## src/rtl/num_display_seq.sv

```systemverilog
// -----------------------------------------------------------------------------
// num_display_seq
//
// Turns a signed calculator result into a right-aligned stream of display
// symbols for the 7-segment/LCD driver. The value is latched on start. A
// sequential double-dabble then converts its magnitude to BCD. Exactly
// DISP_WIDTH symbols follow, leftmost position first, over a valid/ready
// handshake.
//
// Symbol codes: 0-9 digit, 0xA minus sign, 0xE error (overflow), 0xF blank.
//
// Optional feature (compile-time macro NUMDISP_ZERO_PAD_EN):
//   When the macro is defined, unused positions left of the number show '0'
//   instead of blank. For a negative value the minus sign is placed at the
//   leftmost position. Overflow output is the same in both builds.
//
// Parameters
//   WIDTH       input value width (two's complement); the digit counter below
//               is built for 22 bits, so keep this at 22
//   DISP_WIDTH  symbols per conversion, 7..8 (sign + 6 digits, 3-bit sym_pos)
//
// Ports
//   clk        in   rising-edge clock
//   reset_n    in   asynchronous active-low reset
//   start      in   request conversion of value; accepted only when busy=0
//   value      in   [WIDTH-1:0] signed result to display
//   busy       out  high from accepting start through the last handshake
//   sym_valid  out  sym/sym_pos hold a valid symbol
//   sym_ready  in   consumer accepts the symbol on sym_valid & sym_ready
//   sym        out  [3:0] symbol code
//   sym_pos    out  [2:0] position of sym, DISP_WIDTH-1 (leftmost) down to 0
//   length     out  [2:0] digit count 1..6, captured at start
//   overflow   out  |value| > 999999, captured at start
//   done       out  one-cycle pulse after the final symbol handshake
// -----------------------------------------------------------------------------

// Decimal digit count of a 22-bit two's complement value, saturating at 6.
module numlength (
  input  logic [21:0] value,
  output logic [2:0]  length
);

  logic [21:0] mag;

  // -2^21 negates to 2^21, which is still correct when read as unsigned.
  assign mag = value[21] ? (~value + 22'd1) : value;

  always_comb begin
    length = 3'd6;
    if (mag < 22'd10)          length = 3'd1;
    else if (mag < 22'd100)    length = 3'd2;
    else if (mag < 22'd1000)   length = 3'd3;
    else if (mag < 22'd10000)  length = 3'd4;
    else if (mag < 22'd100000) length = 3'd5;
  end

endmodule

module num_display_seq #(
  parameter int WIDTH      = 22,
  parameter int DISP_WIDTH = 8
) (
  input  logic             clk,
  input  logic             reset_n,
  input  logic             start,
  input  logic [WIDTH-1:0] value,
  output logic             busy,
  output logic             sym_valid,
  input  logic             sym_ready,
  output logic [3:0]       sym,
  output logic [2:0]       sym_pos,
  output logic [2:0]       length,
  output logic             overflow,
  output logic             done
);

  localparam int         BCD_DIGITS = 7;
  localparam int         BCD_W      = 4 * BCD_DIGITS;
  localparam logic [2:0] POS_MAX    = 3'(DISP_WIDTH - 1);
  localparam logic [4:0] LAST_STEP  = 5'(WIDTH - 1);

  typedef enum logic [1:0] {
    S_IDLE,
    S_CONVERT,
    S_EMIT
  } state_t;

  state_t             state_reg,     state_next;
  logic [WIDTH-1:0]   shift_reg,     shift_next;
  logic [BCD_W-1:0]   bcd_reg,       bcd_next;
  logic [4:0]         cnt_reg,       cnt_next;
  logic               neg_reg,       neg_next;
  logic               busy_reg,      busy_next;
  logic               sym_valid_reg, sym_valid_next;
  logic               done_reg,      done_next;
  logic               overflow_reg,  overflow_next;
  logic [2:0]         length_reg,    length_next;
  logic [3:0]         sym_reg,       sym_next;
  logic [2:0]         sym_pos_reg,   sym_pos_next;

  logic [WIDTH-1:0]   abs_value;
  logic [2:0]         num_len;
  logic [BCD_W-1:0]   bcd_adj;
  logic [BCD_W-1:0]   bcd_step;
  logic [WIDTH-1:0]   shift_step;

  // Magnitude of the incoming value. -2^21 maps to 2^21 as unsigned.
  assign abs_value = value[WIDTH-1] ? (~value + 1'b1) : value;

  numlength u_numlength (
    .value  (value),
    .length (num_len)
  );

  // Double-dabble correction: every BCD nibble >= 5 gets +3 before the shift.
  generate
    for (genvar gi = 0; gi < BCD_DIGITS; gi++) begin : g_dabble
      assign bcd_adj[4*gi +: 4] = (bcd_reg[4*gi +: 4] >= 4'd5) ?
                                  (bcd_reg[4*gi +: 4] + 4'd3) :
                                  bcd_reg[4*gi +: 4];
    end
  endgenerate

  // Shift the corrected BCD left by one and bring in the next binary MSB.
  // Seven nibbles hold 2^21 = 2097152, so the bit shifted out is always 0.
  assign bcd_step   = BCD_W'({bcd_adj, shift_reg[WIDTH-1]});
  assign shift_step = {shift_reg[WIDTH-2:0], 1'b0};

  // Symbol shown at display position pos for a finished conversion.
  function automatic logic [3:0] pick_sym(
    input logic [2:0]       pos,
    input logic [BCD_W-1:0] bcd,
    input logic [2:0]       len,
    input logic             neg,
    input logic             ovf
  );
    logic [3:0] s;
    s = 4'hF;
    if (ovf) begin
      s = (pos == 3'd0) ? 4'hE : 4'hF;
    end else if (pos < len) begin
      for (int i = 0; i < BCD_DIGITS; i++) begin
        if (pos == 3'(i)) s = bcd[4*i +: 4];
      end
    end else begin
`ifdef NUMDISP_ZERO_PAD_EN
      s = (neg && (pos == POS_MAX)) ? 4'hA : 4'h0;
`else
      s = (neg && (pos == len)) ? 4'hA : 4'hF;
`endif
    end
    return s;
  endfunction

  always_ff @(posedge clk or negedge reset_n) begin
    if (!reset_n) begin
      state_reg     <= S_IDLE;
      shift_reg     <= '0;
      bcd_reg       <= '0;
      cnt_reg       <= '0;
      neg_reg       <= 1'b0;
      busy_reg      <= 1'b0;
      sym_valid_reg <= 1'b0;
      done_reg      <= 1'b0;
      overflow_reg  <= 1'b0;
      length_reg    <= 3'd1;
      sym_reg       <= 4'hF;
      sym_pos_reg   <= POS_MAX;
    end else begin
      state_reg     <= state_next;
      shift_reg     <= shift_next;
      bcd_reg       <= bcd_next;
      cnt_reg       <= cnt_next;
      neg_reg       <= neg_next;
      busy_reg      <= busy_next;
      sym_valid_reg <= sym_valid_next;
      done_reg      <= done_next;
      overflow_reg  <= overflow_next;
      length_reg    <= length_next;
      sym_reg       <= sym_next;
      sym_pos_reg   <= sym_pos_next;
    end
  end

  always_comb begin
    state_next     = state_reg;
    shift_next     = shift_reg;
    bcd_next       = bcd_reg;
    cnt_next       = cnt_reg;
    neg_next       = neg_reg;
    busy_next      = busy_reg;
    sym_valid_next = sym_valid_reg;
    done_next      = 1'b0;
    overflow_next  = overflow_reg;
    length_next    = length_reg;
    sym_next       = sym_reg;
    sym_pos_next   = sym_pos_reg;

    case (state_reg)
      S_IDLE: begin
        if (start) begin
          state_next    = S_CONVERT;
          shift_next    = abs_value;
          bcd_next      = '0;
          cnt_next      = '0;
          neg_next      = value[WIDTH-1];
          length_next   = num_len;
          overflow_next = (abs_value > WIDTH'(999999));
          busy_next     = 1'b1;
        end
      end

      S_CONVERT: begin
        shift_next = shift_step;
        bcd_next   = bcd_step;
        cnt_next   = cnt_reg + 5'd1;
        // The last step and the first symbol are produced on the same edge.
        // The leftmost symbol is therefore looked up from the freshly
        // stepped BCD.
        if (cnt_reg == LAST_STEP) begin
          state_next     = S_EMIT;
          sym_valid_next = 1'b1;
          sym_pos_next   = POS_MAX;
          sym_next       = pick_sym(POS_MAX, bcd_step, length_reg,
                                    neg_reg, overflow_reg);
        end
      end

      S_EMIT: begin
        if (sym_valid_reg && sym_ready) begin
          if (sym_pos_reg == 3'd0) begin
            state_next     = S_IDLE;
            sym_valid_next = 1'b0;
            busy_next      = 1'b0;
            done_next      = 1'b1;
            sym_next       = 4'hF;
            sym_pos_next   = POS_MAX;
          end else begin
            sym_pos_next = sym_pos_reg - 3'd1;
            sym_next     = pick_sym(sym_pos_reg - 3'd1, bcd_reg, length_reg,
                                    neg_reg, overflow_reg);
          end
        end
      end

      default: begin
        state_next = S_IDLE;
      end
    endcase
  end

  assign busy      = busy_reg;
  assign sym_valid = sym_valid_reg;
  assign sym       = sym_reg;
  assign sym_pos   = sym_pos_reg;
  assign length    = length_reg;
  assign overflow  = overflow_reg;
  assign done      = done_reg;

endmodule

```

## config.mk

```make
export PLATFORM = sky130hd
export DESIGN_NAME = num_display_seq
export DESIGN_NICKNAME = d
export VERILOG_FILES = /design/src/rtl/num_display_seq.sv
export SDC_FILE = /design/constraint.sdc
export NUM_CORES = 1
export LEC_CHECK = 0
export BUFFER_PORTS_ARGS = -buffer_cell sky130_fd_sc_hd__buf_2
export CAP_MARGIN = 20
export CORE_MARGIN = 5
export CORE_UTILIZATION = 36
export CTS_CLUSTER_DIAMETER = 200
export DETAILED_ROUTE_END_ITERATION = 8
export GPL_TIMING_DRIVEN = 0
export SLEW_MARGIN = 20
export SYNTH_ARGS = -nofsm -noshare
export SYNTH_HDL_FRONTEND = slang
export SYNTH_SLANG_ARGS = --single-unit
```

## constraint.sdc

```tcl
create_clock -name clk -period 2.75 [get_ports clk]
set_clock_uncertainty 0.2 [all_clocks]
set_input_delay 0.275 -clock clk [delete_from_list [all_inputs] [get_ports clk]]
set_output_delay 0.275 -clock clk [all_outputs]
set_load 0.05 [all_outputs]
```

After elaboration in Yosys (flattened, before gate mapping)

Index checks and enable logic that the tools add are counted.

Bits in registers: 72
Latch bits: 0
Bits in writable memories: 0
Bits in read-only memories: 0
Bits of input ports: 26
Logic and storage cells: 123
Memories kept: 0

$add $sub $neg: 10
Multipliers: 0
Divide/modulo/power cells: 0
Magnitude comparators: 15
Equality and inequality tests: 15
Shift operators: 0
Mux-type cells: 55
Bitwise logic cells: 1
Reduce and logical (&&, ||, !) cells: 15

Operators with widths:

| cell                                                             | count |
|---|---|
| two-way mux 4 bit                                                | 18 |
| case mux 28 bit (2 select lines)                                 | 1 |
| two-way mux 22 bit                                               | 2 |
| case mux 22 bit (2 select lines)                                 | 1 |
| two-way mux 3 bit                                                | 12 |
| >= comparator 4 x 3 -> 1 bit (second input constant)             | 7 |
| two-way mux 28 bit                                               | 1 |
| adder 4 x 2 -> 4 bit (second input constant)                     | 6 |
| adder 22 x 1 -> 22 bit (second input constant)                   | 1 |
| greater-than comparator 22 x 20 -> 1 bit (second input constant) | 1 |
| less-than comparator 22 x 10 -> 1 bit (second input constant)    | 1 |
| less-than comparator 22 x 14 -> 1 bit (second input constant)    | 1 |
| less-than comparator 22 x 17 -> 1 bit (second input constant)    | 1 |
| less-than comparator 22 x 4 -> 1 bit (second input constant)     | 1 |
| less-than comparator 22 x 7 -> 1 bit (second input constant)     | 1 |
| inverter 22 bit                                                  | 1 |
| AND reduction 4 bit                                              | 3 |
| two-way mux 2 bit                                                | 5 |
| case mux 5 bit (2 select lines)                                  | 1 |
| equality test 3 bit (second input constant)                      | 3 |
| two-way mux 1 bit                                                | 8 |
| != test 2 bit (second input constant)                            | 4 |
| case mux 4 bit (2 select lines)                                  | 1 |
| equality test 3 x 2 -> 1 bit (second input constant)             | 2 |
| 21 further kinds                                                 | 28 |

Depth between registers and ports, before layout

Gate-level depths: netlist of the first run.

Word-level depth: 14
Gate-level depth with buffers: 12
Gate-level depth less buffers: 11

Modules after synthesis

A second synthesis of the first run with hierarchy kept.

Cells, all modules: 677
Area, all modules: 5691.7 µm²

By module, submodules not included:

| module          | times used | cells an instance | area each (µm²) | seq. area each (µm²) |
|---|---|---|---|---|
| num_display_seq | 1          | 512               | 4546.9          | 1811.7 |
| numlength       | 1          | 165               | 1144.8          | 0.0 |

Worst setup path after synthesis of the first run

OpenSTA, ideal clock, no wires.

Kind: register to register
From: register sym_pos_reg[0], in the netlist sym_pos[0]
To: register sym_reg[0], in the netlist sym[0]
Library setup time: 79 ps
Arrival time: 2624 ps
Path slack: -152 ps
Stages on the path, launching flop included: 12
Path buffers: 1
Path through: dfstp_2 -> inv_1 -> ha_1 -> ha_1 -> clkbuf_1 -> inv_1 -> ha_1 -> a21oi_1 -> o211ai_1 -> a32oi_1 -> nor2_1 -> o21ai_0

Longest elaborated chain between the ends: 14
Elaborated cells between the ends (all ways): 26
Classes of those cells: add/sub: 1; order compare: 1; eq/ne: 7; mux: 14; reduce/logical: 3

RTL lines:

| item                              | RTL line | source |
|---|---|---|
| start: declaration                | 99       | `logic [2:0] sym_pos_reg, sym_pos_next;` |
| start signal: assignment          | 181      | `sym_pos_reg <= sym_pos_next;` |
| subtractor 3 x 1 -> 3 bit         | 240      | `sym_next = pick_sym(sym_pos_reg - 3'd1, bcd_reg, length_reg,` |
| logical NOT 3 bit                 | 140, 143 |  |
| two-way mux 4 bit (7 in series)   | 143      | `if (pos == 3'(i)) s = bcd[4*i +: 4];` |
| two-way mux 4 bit                 | 141      | `end else if (pos < len) begin` |
| two-way mux 4 bit                 | 139      | `if (ovf) begin` |
| two-way mux 4 bit *               | 231      | `if (sym_pos_reg == 3'd0) begin` |
| two-way mux 4 bit *               | 230      | `if (sym_valid_reg && sym_ready) begin` |
| case mux 4 bit (2 select lines) * | 199      | `case (state_reg)` |
| end signal: assignment            | 180      | `sym_reg <= sym_next;` |
| end: declaration                  | 98       | `logic [3:0] sym_reg, sym_next;` |

Mark *: on every way between the ends. The rest lies on a longest branch, timed or not. The select of a mux whose other input is x is not followed.
A chain may end at the register's enable or synchronous reset.

Worst setup path after layout of the first run

From: input value[10]
To: register length_reg[1], in the netlist length[1]

Longest elaborated chain between the ends: 9
Elaborated cells between the ends (all ways): 13
Classes of those cells: add/sub: 1; order compare: 5; mux: 6; bitwise: 1

RTL lines:

| item                                  | RTL line | source |
|---|---|---|
| start: declaration                    | 66       | `input logic [WIDTH-1:0] value,` |
| inverter 22 bit                       | 46       | `assign mag = value[21] ? (~value + 22'd1) : value;` |
| adder 22 x 1 -> 22 bit                | 46       |  |
| two-way mux 22 bit *                  | 46       |  |
| less-than comparator 22 x 17 -> 1 bit | 54       | `else if (mag < 22'd100000) length = 3'd5;` |
| two-way mux 2 bit                     | 54       |  |
| two-way mux 3 bit                     | 53       | `else if (mag < 22'd10000) length = 3'd4;` |
| two-way mux 3 bit                     | 52       | `else if (mag < 22'd1000) length = 3'd3;` |
| two-way mux 3 bit                     | 51       | `else if (mag < 22'd100) length = 3'd2;` |
| two-way mux 3 bit *                   | 50       | `if (mag < 22'd10) length = 3'd1;` |
| end signal: assignment                | 179      | `length_reg <= length_next;` |
| end: declaration                      | 97       | `logic [2:0] length_reg, length_next;` |

Mark *: on every way between the ends. The rest lies on a longest branch, timed or not.

==> out/results.tsv, run 1 <==
metric	value	unit
Synth top area share	34.0	%
Peak supply drop	0.000298	V
ranking of synthesized cells by area	dfrtp_1, ha_1, o21ai_0	
r2r setup slk	0.12	ns
worst min path class	in -> reg	
Clock Pin Slew Worst Setup and Hold Paths	0.07	ns
Final Max Tran Viols	0	
RR Endpoint	sym[2]$_DFFE_PN1P_	
crit path cell chain	buf_8, or4_4, buf_6, o41ai_4, xor2_1, nand4_1, nor4b_4, nand2_2, o31ai_4, o22ai_1	
clk_lat worst skew	0.33	ns
max FFs per register	28	
CP Capture Type	flip-flop	
FFs w/ async S/R, synth	100	%
Synth Cell Area	0.00471	sq mm
synth warn	0	
CTS Buf Count	9	
Initial Util	37.0	%
ys flop type	dfrtp_1	
slowest library cell on the worst path	or4_4	
setup tns final	-0.435	ns
critical path class	in -> reg	
Final ANT Viol Nets	0	
DR vias	4238	
Worst Hold Path EP	state_reg[0]$_DFFE_PN0P_	
Max Clk Rate	0.344	GHz
count of cell types in the netlist	59	
failing checks	negative setup slack	
Initial DRT Pass Iterations	5	
DRC violations left	0	
Cell Count, Final, Fillers Out	766	
core area	0.0127	sq mm
Slew @ Worst Pin	0.694	ns
list of most frequent post-synthesis cells	dfrtp_1, o21ai_0, inv_1	
Data required, critical path	2.74	ns
# setup viols final	3	
final instance area	0.00569	sq mm
setup ws final	-0.154	ns
min-delay src	start	
NumNets Final	641	
global route total overflow	0	
DP Worst Slack	-0.521	ns
routability congestion estimate	0.880	
worst hold stages	3	
chip width	124	microns
Ports	40	
CTS H-tree depth	3	
outcome	finished, violations left	
Site Rows	41	
Yosys reg bits	72	
final hold vios	0	
Cells after Synth	531	
detailed placement HPWL	9.28	mm
cell taking the most area after synthesis	dfrtp_1	
Tmin final	2.90	ns
worst r2r src	sym_pos[1]$_DFFE_PN1P_	
CTS root buf	clkbuf_16	
share of layout cells above drive strength 1	16.8	%
crit share post-route	106	%
path depth of the worst reg2reg path	12	
total die area	0.0155	sq mm
Layout area overhead	20.9	%
diode count	0	
initial antenna violation count	1	
placed cell count	740	
Max-slew headroom	53.8	%
drt wl/cell	16.2	microns
Worst setup SP type	primary input	
crit-path max cell delay	0.52	ns
dpl cell area	0.00516	sq mm
Max Root-Sink Buffers	2	
final total power	5.82	mW
vias per inst	5.53	
Leakage	2.39	nW
EDFF count, synth	0	
CTS tree	done	
Crit path arrival time	2.90	ns
First DRT Iteration DRCs	260	
Max-Cap Viols	0	
largest net degree at the start of global routing	49	
CTS Sinks	72	
PwrDens	1020	mW/mm^2
most common cell in the netlist	dfrtp_1	
syn_nets	583	
vias in the first global route	4289	
Post-Syn Area per Cell	8.87	sq um
worst-path fanout max	5	
RSZ-0062 raised after global routing	yes	
final WL	12.4	mm
All-Layer GR Usage	15.8	%
IO Port Bufs	36	
Die Y-Extent	124	microns
post-synthesis sequential area ratio	38.5	%
first-pass GRT wire length	20.7	mm
## metrics by stage
step / hold WS [ns] / utilization [%]
2_1_floorplan: -0.221 / -
3_3_place_gp: 0.259 / 40.4
4_1_cts: 0.0745 / 43.3
5_1_grt: 0.0945 / 44.8
6_report: 0.0872 / 44.8
3_5_place_dp: 0.0213 / 40.6
## power by group
| group | internal [mW] | switching, mW |
|---|---|---|
| Clock | 0.627 | 0.502 |
| Combinational | 1.06 | 1.70 |
| Sequential | 1.52 | 0.408 |
## placed cells by master, fill, tap and decap left out, types with 20 or more instances in the layout
cell and instances:
nor2_1 27, xor2_1 21, ha_1 24, buf_2 33, nand2_1 34, nand3_1 24, a22oi_1 20, inv_1 34
clkbuf_1 24, dfrtp_1 64, o21ai_0 55, a21oi_1 26
## layer usage
| layer | share of wire, % | GRT usage (%) |
|---|---|---|
| met5 | 0.089 | 0 |
| met4 | 1.3 | 4.90 |
| met3 | 2.6 | 2.23 |
| met2 | 50 | 27.1 |
| met1 | 46 | 20.6 |
## worst max-delay path: cells and delay by family
family,cells,cell delay (ns)
AO/OA/AOI/OAI,3,0.77
AND/OR/NAND/NOR,4,1.36
XOR/XNOR,1,0.25
buffers and inverters,2,0.25
## cells by family after synthesis
family          count (synthesis)  share of synthesized area [%]
simple gates                  150                           16.5
fa+ha+maj                      26                           6.91
mux                             3                          0.638
xor+xnor                       31                           5.77
flops                          72                           38.5
buf+inv                        64                           5.15
compound gates                185                           26.5
## what timing repair did
item,in CTS,in global routing
pin swaps,3,14
hold endpoints to repair,24,0
resized for setup,3,32
endpoints found under the setup margin,5,5
hold buffers,1,0
setup buffers,4,6
## how the worst max path moves through the flow
| stage | startpoint | to |
|---|---|---|
| after floorplan | value[5] | length[0]$_DFFE_PN1P_ |
| after global placement | value[0] | length[0]$_DFFE_PN1P_ |
| after detailed placement | value[0] | length[0]$_DFFE_PN1P_ |
| after CTS | value[7] | length[0]$_DFFE_PN1P_ |
| after global routing | value[10] | length[0]$_DFFE_PN1P_ |
| final | value[10] | length[1]$_DFFE_PN0P_ |
## cell type report
type                       instances  area, sq um
fill                            1275         7030
multi-input combinational        395         2810
sequential                        72         1810
timing repair buffer              48          314
clock buffer                       9          225
tap                              172          215
inverter                          35          131
buffer                            28          126
clock inverter                     7         61.3
Power figures use the tool's default switching activity.
==> inputs of run 2 (changes only) <==
--- a/config.mk
+++ b/config.mk
@@ -16,3 +16,4 @@
 export SYNTH_ARGS = -nofsm -noshare
 export SYNTH_HDL_FRONTEND = slang
 export SYNTH_SLANG_ARGS = --single-unit
+export TNS_END_PERCENT = 20
==> run 2 against run 1 <==
  * The flow still finishes with violations (negative setup slack)
  * Clock power is 9.7% higher
  * Utilization is 1.0 points higher
  * First-iteration DRC count is 32% lower
  * Critical path depth is 1 higher
  * Total power is 2.4% higher
  * Non-clock buffer count is 6 higher
  * Worst setup slack better by 0.11 ns
  * Die area stayed put
  * Clock-buffer cell count stayed put
  * Critical path type unchanged
==> out/results.tsv, run 2 (synthesized netlist as in run 1, its figures left out) <==
metric	value	unit	change
worst hold slack	0.0655	ns	-0.0217 ns
CTS tree	done		
chip width	124	microns	unchanged
final hold vios	0		unchanged
CTS root buf	clkbuf_16		
Initial Util	37.0	%	unchanged
All-Layer GR Usage	15.9	%	+0.046 points
setup ws final	-0.0486	ns	+0.106 ns
Die Y-Extent	124	microns	unchanged
placed cell count	740		unchanged
# setup viols final	3		unchanged
PwrDens	1020	mW/mm^2	+0.15%
CP Capture Type	flip-flop		
RR Endpoint	sym[2]$_DFFE_PN1P_		
Max Clk Rate	0.357	GHz	+3.8%
final total power	5.96	mW	+2.4%
path depth of the worst reg2reg path	12		unchanged
Leakage	2.48	nW	+3.9%
vias in the first global route	4328		+0.91%
worst min path class	in -> reg		
RSZ-0062 raised after global routing	yes		
clk_lat worst skew	0.34	ns	about the same
Worst setup SP type	primary input		
worst-path fanout max	6		+1
drt wl/cell	16.2	microns	+0.26%
final core occ	45.8	%	+1.0 points
worst hold stages	3		unchanged
share of layout cells above drive strength 1	18.8	%	+2.0 points
Worst Hold Path EP	state_reg[0]$_DFFE_PN0P_		
critical path class	in -> reg		
r2r setup slk	0.14	ns	+0.02 ns
commonest non-fill, non-tap cell in the layout	dfrtp_1		
routability congestion estimate	0.883		+0.33%
global route total overflow	0		unchanged
Cell Count, Final, Fillers Out	772		+0.78%
commonest cells after routing, fill and taps aside	dfrtp_1, o21ai_0, nand2_1		
min-delay src	start		
Data required, critical path	2.83	ns	+0.09 ns
initial antenna violation count	0		-1
first-pass GRT wire length	20.8	mm	+0.37%
Filler cells	1275		unchanged
crit share post-route	102	%	-3.8 points
Peak supply drop	0.000429	V	+44%
diode count	0		unchanged
NumNets Final	647		+0.94%
Site Rows	41		unchanged
outcome	finished, violations left		
Max-Cap Viols	0		unchanged
failing checks	negative setup slack		
worst r2r src	sym_pos[0]$_DFFE_PN1P_		
CTS Buf Count	9		unchanged
CTS H-tree depth	3		unchanged
DP Worst Slack	-0.526	ns	-0.00534 ns
total die area	0.0155	sq mm	unchanged
Crit path arrival time	2.87	ns	-0.03 ns
Initial DRT Pass Iterations	4		-1
largest net degree at the start of global routing	52		+6.1%
DR vias	4243		+0.12%
CTS Sinks	72		unchanged
detailed placement HPWL	9.19	mm	-1.0%
Clock Pin Slew Worst Setup and Hold Paths	0.06	ns	about the same
vias per inst	5.50		-0.66%
core area	0.0127	sq mm	unchanged
Tmin final	2.80	ns	-0.106 ns
max FFs per register	28		unchanged
Ports	40		unchanged
IO Port Bufs	36		unchanged
First DRT Iteration DRCs	177		-32%
DRC violations left	0		unchanged
Final Max Tran Viols	0		unchanged
final WL	12.5	mm	+1.0%
Layout area overhead	23.7	%	
Max-slew headroom	54.9	%	+1.2 points
Max Root-Sink Buffers	2		unchanged
Slew @ Worst Pin	0.676	ns	-0.0177 ns
Final ANT Viol Nets	0		unchanged
## run 2: layout make-up
| class | instances | area, sq um | area share [%] |
|---|---|---|---|
| multi-input combinational | 395 | 2860 | 49.1 |
| sequential | 72 | 1810 | 31.1 |
| timing repair buffer | 55 | 370 | 6.36 |
| clock buffer | 9 | 225 | 3.87 |
| clock inverter | 7 | 86.3 | 1.48 |
| tap | 172 | 215 | 3.69 |
| inverter | 35 | 135 | 2.32 |
| buffer | 27 | 119 | 2.04 |
## run 2: what timing repair did
action,CTS,global route
hold endpoints to repair,23,0
pin swaps,11,19
setup buffers,9,8
gates resized for setup,14,41
hold buffers,1,0
endpoints found under the setup margin,5,6
## run 2: critical path: stages
cell     delay, ns
buf_8         0.10
or4_4         0.53
buf_6         0.16
o41ai_4       0.35
xor2_1        0.26
nand4_1       0.22
nor4b_4       0.25
buf_4         0.19
nand2_4       0.05
o31ai_4       0.29
o32a_1        0.20
## run 2: worst max-delay path by stage
stage,startpoint,to,slack [ns],cells past startpoint
after floorplan,value[5],length[0]$_DFFE_PN1P_,-0.06,9
after global placement,value[0],length[0]$_DFFE_PN1P_,-0.50,11
after detailed placement,value[0],length[0]$_DFFE_PN1P_,-0.53,11
after CTS,value[5],length[0]$_DFFE_PN1P_,-0.03,10
after global routing,value[10],length[0]$_DFFE_PN1P_,-0.17,11
final,value[10],length[0]$_DFFE_PN1P_,-0.05,11
## run 2: per-layer routing
metal	vias to the layer above	global-route usage, %	share of wire [%]
li1	2086	-	-
met1	2076	20.5	46
met2	67	28.1	50
met3	14	1.63	2.3
met4	0	4.45	1.4
met5	-	0	0
## run 2: power by group
group	internal, mW	total [mW]	switching, mW	leakage (nW)
combinational	1.09	2.80	1.71	1.44
clock	0.724	1.24	0.520	0.150
sequential	1.52	1.92	0.405	0.895
total	3.33	5.96	2.63	2.48
## run 2: stage by stage
| step | TNS (ns) | area [sq um] |
|---|---|---|
| 4_1_cts | -0.0478 | 5600 |
| 3_5_place_dp | -1.96 | 5140 |
| 3_3_place_gp | -1.69 | 5110 |
| 5_1_grt | -0.518 | 5820 |
| 6_report | -0.112 | 5820 |
| 2_1_floorplan | -0.143 | 4720 |
==> inputs of run 3 (changes only) <==
--- a/config.mk
+++ b/config.mk
@@ -15,5 +15,6 @@
 export SLEW_MARGIN = 20
 export SYNTH_ARGS = -nofsm -noshare
 export SYNTH_HDL_FRONTEND = slang
+export SYNTH_HIERARCHICAL = 1
 export SYNTH_SLANG_ARGS = --single-unit
 export TNS_END_PERCENT = 20
==> run 3 against run 2 <==
  * Fmax fell by 0.26%
  * Total power shrank 10%
  * Largest power group unchanged
  * Synthesized area grew 21%
  * Register-to-register slack worse by 0.16 ns
  * Cell count grew 23%
  * Utilization shrank 4.0 points
  * Sequential share of layout area decreased by 3.5 points
  * Wire length rose by 29%
  * Clock power is 6% lower
  * Final area rose by 13%
  * Largest cell class unchanged
  * First-iteration DRC count grew to 2.5 times the previous value
  * Worst setup slack lost 0.0073 ns
  * The run still ends with negative setup slack left
==> out/results.tsv, run 3 <==
metric	value	unit	change
outcome	finished, violations left		
failing checks	negative setup slack		
Max Clk Rate	0.356	GHz	-0.26%
last element of the critical path	length[1]$_DFFE_PN0P_		
DRC violations left	0		unchanged
EDFF count, synth	0		unchanged
count of cell types in the netlist	80		+36%
CTS Sinks	72		unchanged
setup ws final	-0.0559	ns	-0.00727 ns
worst r2r src	sym_pos[0]$_DFFE_PN1P_		
crit path cell chain	buf_2, buf_6, nor4_4, nand3_2, o31ai_2, mux2_2, nand2_2, or4_4, a32oi_1, nand2_1, o21ai_0		
sequential cell area	0.00182	sq mm	+0.21%
detailed placement HPWL	11.7	mm	+27%
vias per inst	5.68		+3.3%
slowest library cell on the worst path	nor4_4		
worst min path class	in -> reg		
Final Max Tran Viols	0		unchanged
core area	0.0157	sq mm	+24%
FFs w/ async S/R, synth	100	%	unchanged
Site Rows	46		+12%
worst-path fanout max	10		+4
diode count	0		unchanged
RR Endpoint	sym[0]$_DFFE_PN1P_		
final WL	16.1	mm	+29%
CTS root buf	clkbuf_16		
global route total overflow	0		unchanged
commonest cells after routing, fill and taps aside	o21ai_0, dfrtp_1, nand2_1		
routability congestion estimate	0.858		-2.8%
critical path class	in -> reg		
Max-Cap Viols	0		unchanged
CP Capture Type	flip-flop		
crit-path max cell delay	0.52	ns	about the same
Worst setup SP type	primary input		
Synth Cell Area	0.00569	sq mm	+21%
first-pass GRT wire length	26.7	mm	+28%
syn_nets	730		+25%
Crit path arrival time	2.87	ns	about the same
Layout area overhead	15.3	%	
setup tns final	-0.0769	ns	+0.0350 ns
chip width	136	microns	+9.1%
All-Layer GR Usage	17.9	%	+2.0 points
initial antenna violation count	0		unchanged
commonest non-fill, non-tap cell in the layout	o21ai_0		
total die area	0.0184	sq mm	+19%
dpl cell area	0.00619	sq mm	+20%
Cell Count, Final, Fillers Out	953		+23%
Initial DRT Pass Iterations	5		+1
RSZ-0062 raised after global routing	yes		
final instance area	0.00657	sq mm	+13%
Leakage	2.57	nW	+3.3%
worst hold stages	3		unchanged
clk_lat worst skew	0.34	ns	about the same
r2r setup slk	-0.02	ns	-0.16 ns
path depth of the worst reg2reg path	10		-2
Slew @ Worst Pin	0.656	ns	-0.0194 ns
Max Root-Sink Buffers	2		unchanged
NumNets Final	785		+21%
max FFs per register	28		unchanged
DR vias	5412		+28%
Peak supply drop	0.000370	V	-14%
largest net degree at the start of global routing	44		-15%
Post-Syn Area per Cell	8.41	sq um	-5.2%
CTS Buf Count	9		unchanged
cell taking the most area after synthesis	dfrtp_1		
Initial Util	36.2	%	-0.79 points
Yosys reg bits	72		unchanged
Ports	40		unchanged
Max-slew headroom	55.9	%	+1.0 points
list of most frequent post-synthesis cells	o21ai_0, dfrtp_1, nand2_1		
IO Port Bufs	39		+8.3%
Cells after Synth	677		+27%
ranking of synthesized cells by area	dfrtp_1, o21ai_0, ha_1		
final hold vios	0		unchanged
Die Y-Extent	136	microns	+9.1%
Critical path origin	value[4]		
share of layout cells above drive strength 1	15.9	%	-3.0 points
most common cell in the netlist	o21ai_0		
Tmin final	2.81	ns	+0.00727 ns
PwrDens	817	mW/mm^2	-20%
post-synthesis sequential area ratio	31.8	%	-6.6 points
synth warn	6		+6
# setup viols final	2		-1
area taken by multi-input logic gates	0.00359	sq mm	+26%
CTS tree	done		
Crit path depth	11		unchanged
ys flop type	dfrtp_1		
vias in the first global route	5087		+18%
placed cell count	933		+26%
Clock Pin Slew Worst Setup and Hold Paths	0.06	ns	about the same
drt wl/cell	16.9	microns	+4.1%
final core occ	41.8	%	-4.0 points
crit share post-route	102	%	+0.26 points
CTS H-tree depth	3		unchanged
Final ANT Viol Nets	0		unchanged
First DRT Iteration DRCs	449		+150%
Synth top area share	28.1	%	-5.9 points
Data required, critical path	2.81	ns	-0.02 ns
DP Worst Slack	-0.595	ns	-0.0689 ns
Bufs and invs on worst path	2		-1
Filler cells	1629		+28%
CP delay by family, top	simple AND/OR/NAND/NOR gates		
[run 3: layout make-up]
class                   instances  area share, %
plain buffers                  43           3.05
clock buffers                  10           3.49
clock inverters                 6           1.05
inverters                      35           2.00
multi-input cells             527           54.7
flip-flops and latches         72           27.7
well taps                     216           4.12
repair buffers                 44           3.93
[run 3: logic make-up (layout without fill, tap and decap cells)]
kind of cell	count (synthesis)	after routing	synth area share, %
AOI/OAI and AO/OA	224	224	25.9
xor gates and xnor gates	42	42	6.46
adders and majority gates	27	27	5.94
buffers and inverters	78	138	5.78
DFF	72	72	31.8
muxes	5	5	0.945
and+or+nand+nor	229	229	23.1
[run 3: worst min-delay path: cells and delay by family]
| kind | cells | cell delay [ns] |
|---|---|---|
| and+or+nand+nor | 2 | 0.22 |
| buffers and inverters | 1 | 0.11 |
[run 3: how the worst min path moves through the flow]
stage / start / end
after global placement: shift_reg[14]$_DFFE_PN0P_ / shift_reg[14]$_DFFE_PN0P_
after detailed placement: reset_n / bcd_reg[10]$_DFFE_PN0P_
after global routing: value[20] / overflow$_DFFE_PN0P_
after CTS: sym_ready / done$_DFF_PN0_
after floorplan: reset_n / bcd_reg[0]$_DFFE_PN0P_
final: sym_ready / done$_DFF_PN0_
[run 3: power breakdown]
part,internal [mW],switching (mW),leakage (nW)
clock network,0.707,0.467,0.143
registers,1.48,0.390,0.886
logic,0.891,1.43,1.54
[run 3: repair_timing]
item                                    4_1_cts  5_1_grt
pin swaps                                     1        0
buffers inserted                              3        0
gates cloned                                  0        0
hold buffers                                  1        0
endpoints found under the setup margin        5        7
gates resized for setup                       4        8
endpoints found under the hold margin        29        0
[run 3: metal layers]
layer / part of all wire, % / GRT usage (%) / vias to the layer above
li1: - / - / 2636
met1: 50 / 26.6 / 2609
met2: 44 / 26.7 / 150
met3: 5.0 / 2.90 / 17
met4: 1.5 / 5.15 / 0
met5: 0 / 0 / -
[run 3: per-stage QoR]
step | hold slack (ns) | power [mW]
final | 0.0968 | 5.36
after global routing | 0.117 | 5.80
after CTS | 0.0889 | 5.38
after detailed placement | 0.0426 | 4.17
after global placement | 0.269 | 4.12
after floorplan | -0.221 | 3.49
